==> src/rtl/systolic_mv_top.sv <==
`default_nettype none
// ---------------------------------------------------------------------------
// systolic_mv_top: weight-stationary 3x4 signed matrix-vector multiply on AXI4-Stream.
// Optional macro SATURATE_EN clamps each result instead of wrapping.   Rev 1.0
// ---------------------------------------------------------------------------
module systolic_mv_top #(
  parameter int DATA_WIDTH = 16,
  parameter int OUT_WIDTH  = 16,
  parameter int LANES      = 4
) (
  input  logic                        s00_axis_aclk,
  input  logic                        s00_axis_areset,
  input  logic [LANES*DATA_WIDTH-1:0] s00_axis_tdata,
  input  logic                        s00_axis_tvalid,
  output logic                        s00_axis_tready,
  input  logic                        s00_axis_tlast,
  output logic [LANES*OUT_WIDTH-1:0]  m00_axis_tdata,
  output logic                        m00_axis_tvalid,
  output logic                        m00_axis_tlast
);

  localparam int ROWS = 3;
  localparam int PW   = 2 * DATA_WIDTH;
  localparam int SW   = PW + 2;

  localparam logic [0:0] LOAD_W = 1'b0;
  localparam logic [0:0] STREAM = 1'b1;

  logic [0:0] state, state_nxt;
  logic [1:0] row_cnt;
  logic       accept, load_en, stream_en;

  logic signed [DATA_WIDTH-1:0] w     [ROWS][LANES];
  logic signed [DATA_WIDTH-1:0] x1    [LANES];
  logic signed [PW-1:0]         prod  [ROWS][LANES];
  logic signed [PW:0]           pair  [ROWS][LANES/2];
  logic signed [SW-1:0]         sum   [ROWS];
  logic        [OUT_WIDTH-1:0]  y     [ROWS];
  logic [3:0]                   vld, lst;

  assign s00_axis_tready = ~s00_axis_areset;
  assign accept          = s00_axis_tvalid & s00_axis_tready;

  always_ff @(posedge s00_axis_aclk) begin
    if (s00_axis_areset) state <= LOAD_W;
    else                 state <= state_nxt;
  end

  always_comb begin
    state_nxt = state;
    case (state)
      LOAD_W:  if (accept && !s00_axis_tlast && row_cnt == 2'd2) state_nxt = STREAM;
      STREAM:  if (accept && s00_axis_tlast) state_nxt = LOAD_W;
      default: state_nxt = LOAD_W;
    endcase
  end

  always_comb begin
    load_en   = 1'b0;
    stream_en = 1'b0;
    case (state)
      LOAD_W:  load_en   = accept & ~s00_axis_tlast;
      STREAM:  stream_en = accept;
      default: ;
    endcase
  end

  // A tlast beat during loading aborts the partial load and restarts at row 0.
  always_ff @(posedge s00_axis_aclk) begin
    if (s00_axis_areset) begin
      row_cnt <= 2'd0;
    end else if (state == LOAD_W && accept) begin
      if (s00_axis_tlast || row_cnt == 2'd2) row_cnt <= 2'd0;
      else                                   row_cnt <= row_cnt + 2'd1;
    end
  end

  always_ff @(posedge s00_axis_aclk) begin
    if (s00_axis_areset) begin
      for (int r = 0; r < ROWS; r++)
        for (int k = 0; k < LANES; k++) w[r][k] <= '0;
    end else if (load_en) begin
      for (int r = 0; r < ROWS; r++)
        if (int'(row_cnt) == r)
          for (int k = 0; k < LANES; k++)
            w[r][k] <= s00_axis_tdata[k*DATA_WIDTH +: DATA_WIDTH];
    end
  end

  // Multipliers read w one edge after the vector is captured; a weight beat
  // landing on that same edge is not yet visible, so draining vectors keep
  // the weights that were in effect when they were accepted.
  always_ff @(posedge s00_axis_aclk) begin
    if (stream_en)
      for (int k = 0; k < LANES; k++) x1[k] <= s00_axis_tdata[k*DATA_WIDTH +: DATA_WIDTH];
    for (int r = 0; r < ROWS; r++) begin
      for (int k = 0; k < LANES; k++)
        prod[r][k] <= PW'(w[r][k]) * PW'(x1[k]);
      for (int j = 0; j < LANES/2; j++)
        pair[r][j] <= (PW+1)'(prod[r][2*j]) + (PW+1)'(prod[r][2*j+1]);
      sum[r] <= SW'(pair[r][0]) + SW'(pair[r][1]);
    end
  end

  always_ff @(posedge s00_axis_aclk) begin
    if (s00_axis_areset) begin
      vld <= '0;
      lst <= '0;
    end else begin
      vld <= {vld[2:0], stream_en};
      lst <= {lst[2:0], stream_en & s00_axis_tlast};
    end
  end

`ifdef SATURATE_EN
  localparam logic signed [SW-1:0] SAT_MAX = SW'(2**(OUT_WIDTH-1) - 1);
  localparam logic signed [SW-1:0] SAT_MIN = -SAT_MAX - SW'(1);

  always_comb begin
    for (int r = 0; r < ROWS; r++) begin
      y[r] = sum[r][OUT_WIDTH-1:0];
      if (sum[r] > SAT_MAX)      y[r] = SAT_MAX[OUT_WIDTH-1:0];
      else if (sum[r] < SAT_MIN) y[r] = SAT_MIN[OUT_WIDTH-1:0];
    end
  end
`else
  logic unused_sum_hi;

  always_comb begin
    unused_sum_hi = 1'b0;
    for (int r = 0; r < ROWS; r++) begin
      y[r]          = sum[r][OUT_WIDTH-1:0];
      unused_sum_hi = unused_sum_hi ^ (^sum[r][SW-1:OUT_WIDTH]);
    end
  end
`endif

  always_ff @(posedge s00_axis_aclk) begin
    if (s00_axis_areset) begin
      m00_axis_tdata  <= '0;
      m00_axis_tvalid <= 1'b0;
      m00_axis_tlast  <= 1'b0;
    end else begin
      m00_axis_tvalid <= vld[3];
      m00_axis_tlast  <= lst[3];
      if (vld[3]) begin
        for (int r = 0; r < ROWS; r++)
          m00_axis_tdata[r*OUT_WIDTH +: OUT_WIDTH] <= y[r];
        for (int r = ROWS; r < LANES; r++)
          m00_axis_tdata[r*OUT_WIDTH +: OUT_WIDTH] <= '0;
      end
    end
  end

endmodule
`default_nettype wire

==> config.mk <==
export PLATFORM = sky130hd
export DESIGN_NAME = systolic_mv_top
export DESIGN_NICKNAME = d
export VERILOG_FILES = /design/src/rtl/systolic_mv_top.sv
export SDC_FILE = /design/constraint.sdc
export NUM_CORES = 2
export LEC_CHECK = 0
export BUFFER_PORTS_ARGS = -buffer_cell sky130_fd_sc_hd__clkbuf_2
export CAP_MARGIN = 15
export CORE_ASPECT_RATIO = 1.25
export CORE_MARGIN = 2
export CORE_UTILIZATION = 60
export DETAILED_ROUTE_END_ITERATION = 6
export GPL_TIMING_DRIVEN = 0
export PLACE_DENSITY = 0.83
export SLEW_MARGIN = 20
export SYNTH_ARGS = -nofsm -noshare
export SYNTH_HDL_FRONTEND = slang
export SYNTH_SLANG_ARGS = --single-unit
==> constraint.sdc <==
create_clock -name s00_axis_aclk -period 14.7 [get_ports s00_axis_aclk]
set_clock_uncertainty 0.05 [all_clocks]
set_input_delay 3.675 -clock s00_axis_aclk [delete_from_list [all_inputs] [get_ports s00_axis_aclk]]
set_output_delay 3.675 -clock s00_axis_aclk [all_outputs]
set_load 0.005 [all_outputs]
* Word-level counts from Yosys, hierarchy flattened
Memory sizes are Yosys's and may differ from the RTL's. A register that Yosys moved wholly into a read port is not among the register bits.
Cells that the tools add are included.
** Cells by class
- Add/sub/neg operators :: 10
- Multiply operators :: 12
- Eq/ne operators :: 3
- Mux-type cells :: 34
- Bitwise gates (word level) :: 18
- Reduce and logical (&&, ||, !) cells :: 7
** Operators with widths (count)
- $mul 16x16->32 :: 12
- $add 32x32->33 :: 6
- $mux 16 :: 12
- $add 33x33->34 :: 3
- $mux 1 :: 20
- $or 1x1->1 :: 12
- $eq 2x2->1 const B :: 3
- $logic_and 1x1->1 :: 4
- $and 1x1->1 :: 3
- $not 1->1 :: 3
- $add 2x1->2 const B :: 1
- $logic_not 2->1 :: 1
- $mux 2 :: 1
- $pmux 1 s2 :: 1
- $logic_not 1->1 :: 1
- $logic_or 1x1->1 :: 1
** Word-level totals
- Bits in registers :: 13
- Memory bits (writable) :: 940
- Input bits :: 68
- Output and inout port bits :: 67
- Word-level logic and storage cells :: 95
- Memories kept :: 5
** Memory list
- prod :: depth 3, bits a word 128, read ports 3, clocked after memory_dff 0, write ports 3, line 35 : logic signed [PW-1:0] prod [ROWS][LANES];
- pair :: depth 3, bits a word 66, read ports 3, clocked after memory_dff 0, write ports 3, line 36 : logic signed [PW:0] pair [ROWS][LANES/2];
- w :: depth 3, bits a word 64, read ports 3, clocked after memory_dff 0, write ports 3, line 33 : logic signed [DATA_WIDTH-1:0] w [ROWS][LANES];
- sum :: depth 3, bits a word 34, read ports 3, clocked after memory_dff 3, write ports 3, line 37 : logic signed [SW-1:0] sum [ROWS];
- x1 :: depth 4, bits a word 16, read ports 4, clocked after memory_dff 0, write ports 4, line 34 : logic signed [DATA_WIDTH-1:0] x1 [LANES];

* Longest topological paths before layout
- Depth after elaboration :: 8
- Depth in mapped cells :: 23
- Gate-level depth less buffers :: 21

* Worst setup path after synthesis
OpenSTA, ideal clock, no wires.
- Path type :: in2out
- From :: input port s00_axis_areset
- To :: output port s00_axis_tready
- Arrival time :: 3.969 ns
- Required time :: 10.975 ns
- Slack :: 7.006 ns
- Stages :: 2
- Cell sequence :: clkbuf_1 -> inv_1
** Between the ends
- Cells in the longest elaborated chain, start to end :: 1
** RTL lines
- from (decl) :: line 12 : input logic s00_axis_areset,
- $not 1->1 :: line 41 : assign s00_axis_tready = ~s00_axis_areset;
- to (decl) :: line 15 : output logic s00_axis_tready,
Every way passes these cells.

* Worst setup path after layout
Same ends and word-level chain as after synthesis.

==> reports/qor.yml <==
worst_setup_path:
  r2r-start: "x1[0][1]"
  end_kind: "primary output"
  crit_type: "in -> out"
  startpoint: "s00_axis_areset"
  cp.required_ns: 10.97
  start_kind: "input port"
  crit_fanout: 7
  regToRegSetupSlack_ns: 7.86
  crit_end: "s00_axis_tready"
  reg2regPathDepth: 20
  crit_chain: "clkbuf_1 -> inv_1 -> clkbuf_2"
  slowest_delay_ns: 0.57
  worstReg2RegEnd: "prod[0][111]"
  arrival_ns: 4.67
  slowest_stage: "inv_1"
final_layout:
  layout-drive-gt1-share: 0.0332
  design_area_mm2: 0.0787
  finalNetCount: 9924
  fill_cells: 9563
  syn_to_final_growth_pct: 6.90
timing:
  post-route-period-util: 0.571
  slew_headroom: 0.239
  worst_pin_slew_ns: 1.14
  setup_tns_ns: 0
  fmax_ghz: 0.119
  rsz0062_at_grt: "no"
  finalHoldViolCount: 0
  setup_viol: 0
  timing.final.crit_period_ns: 8.39
  slew_viol_final: 0
place:
  numPortBuffers: 117
  postPlaceCellArea_mm2: 0.0764
  place.gp.congestion: 0.981
  hpwl_um: 163000
clock_network:
  htreeDepth: 3
  clk_path_buf_depth: 3
  post_cts_buffers: 0
  cts_buffers: 67
  root_buffer: "clkbuf_16"
  cts_resized: 0
  cts-hold-fix-buffers: 0
  clk_latency_ns: 0.68
  path_clk_slew_ns: 0.06
  cts_tree: "yes"
  cts.sinks: 653
floorplan:
  dieHeight_um: 396
  initial_core_util: 0.605
  core-area_mm2: 0.122
  rows: 143
  die_w_um: 317
  io_pins: 135
  dieArea_mm2: 0.125
synthesis:
  ys_ff_latch: 653
  async_reset_ff_frac: 0
  synth-warning-count: 0
  synth_edf_count: 256
  avgSynthCellArea_um2: 9.41
  synth_cells: 7822
  synthFlopType: "dfxtp_1"
  ys_seq_area_frac: 0.212
  synth_area_mm2: 0.0736
  yosysUniqueCellTypes: 58
route:
  antenna_left: 0
  drtPass1Iterations: 7
  vias_per_cell: 5.65
  drt_iter0_drc: 4319
  drc: 2
  wl_per_cell_um: 21.0
  vias: 54700
  wirelength_um: 204000
min_path:
  hold_path_depth: 1
  hold_start: "vld[0]"
  min_path_type: "reg -> reg"
job:
  max_cap_viol_count: 0
grt:
  grt_pass1_vias: 58000
  grt_overflow: 0
  grt_pass1_wl_um: 319000
  antenna_found_initial: 14
  grt_usage: 0.333
  grt_max_degree: 41
pwr:
  seq_power_share: 0.262
  pwr-share-clk: 0.179
  pwr-share-comb: 0.559
  intPower_mw: 5.76
  p_switching_mw: 4.29
  p_per_area_mw_per_mm2: 128
  swShare: 0.427
  ir_drop_v: 0.000117
  power_leakage_nw: 38.6
status:
  status: "complete, but fails checks"
  violations: "design-rule violations"
[worst min path at each step]
| stage | to |
|---|---|
| 2_1_floorplan | lst[1] |
| 6_report | vld[1] |
| 3_3_place_gp | vld[1] |
| 5_1_grt | vld[2] |
| 3_5_place_dp | m00_axis_tlast |
| 4_1_cts | vld[1] |
[final cells by class]
class,instances,area (um^2),area share
Inverter,1594,5980,0.0761
Sequential cell,653,15600,0.199
Buffer,328,1300,0.0165
Clock buffer,84,1840,0.0234
Antenna cell,6,15.0,0.000191
Clock inverter,34,420,0.00534
Multi-Input combinational cell,5262,50800,0.645
Tap cell,1595,2000,0.0254
Timing Repair Buffer,123,703,0.00894
[worst max-delay path, delay by kind of cell]
family	cells	cell delay, ns
buffers and inverters	3	0.98
[power groups by stage]
stage	combinational, mW	sequential [mW]	clock [mW]
CTS	5.58	2.62	1.81
floorplan	4.07	2.50	0
global route	6.21	2.65	1.88
global placement	5.32	2.65	0
finish	5.62	2.63	1.80
detailed placement	5.51	2.65	0
[routing by layer]
layer | part of all wire | global-route usage | up-vias | wire length (um)
met3 | 0.088 | 0.0668 | 832 | 17900
met1 | 0.37 | 0.401 | 26900 | 75100
met2 | 0.46 | 0.539 | 2569 | 94200
met4 | 0.080 | 0.224 | 14 | 16200
met5 | 0.00048 | 0 | - | 97
li1 | - | - | 24300 | -
[metrics by stage]
stage	hold WS (ns)	cells	setup WS, ns	power (mW)	utilization
finish	0.387	9679	6.31	10.0	0.646
global route	0.409	9673	6.32	10.7	0.646
CTS	0.390	9673	6.34	10.0	0.646
detailed placement	0.375	9555	6.34	8.16	0.628
global placement	0.366	9549	4.96	7.97	0.626
floorplan	0.364	7837	7.01	6.57	-
[cells in the final DEF, fill, tap and decap left out, types with 113 or more instances in the layout]
cell type     n
inv_1      1595
xnor2_1     504
clkbuf_2    123
xor2_1      113
a21oi_1     168
and2_1      784
edfxtp_1    256
clkbuf_1    309
and3_1      198
dfxtp_1     397
ha_1        870
nand2_1     886
nor2_1      162
fa_1        957
[cells by family (layout without fill, tap and decap cells)]
logic type / count (synthesis) / in the layout / share of synthesized area
simple gates: 2194 / 2194 / 0.150
flops: 653 / 653 / 0.212
mux: 53 / 53 / 0.00721
other cells: 1 / 22 / 0.0000510
buf+inv: 1922 / 2163 / 0.0989
fa+ha+maj: 1827 / 1827 / 0.408
xor+xnor: 617 / 617 / 0.0734
compound gates: 555 / 555 / 0.0496
[state kept, by name (all words and copies together), names as in the netlist]
name,flops
sum,48
m00_axis_tdata,48
lst,4
x1,64
row_cnt,2
prod,192
m00_axis_tvalid,1
m00_axis_tlast,1
pair,96
vld,4
state,1
w,192
[synthesized netlist by cell type, types with 16 or more instances]
library cell     n  area, um^2
inv_1         1594        5980
fa_1           957       19200
nand2_1        889        3340
ha_1           870       10900
and2_1         784        4900
xnor2_1        504        4410
dfxtp_1        397        7950
clkbuf_1       306        1150
edfxtp_1       256        7690
and3_1         199        1240
a21oi_1        168         841
nor2_1         162         608
xor2_1         113         990
o21ai_0         79         395
a21o_1          75         563
o21a_1          67         503
mux2i_1         53         531
nand2b_1        36         225
nor2b_1         36         225
o21bai_1        34         255
nor3_1          32         160
nand3_1         26         130
a31oi_1         25         156
o31ai_1         18         135
buf_4           16         120
(Power assumes the default switching activity.)
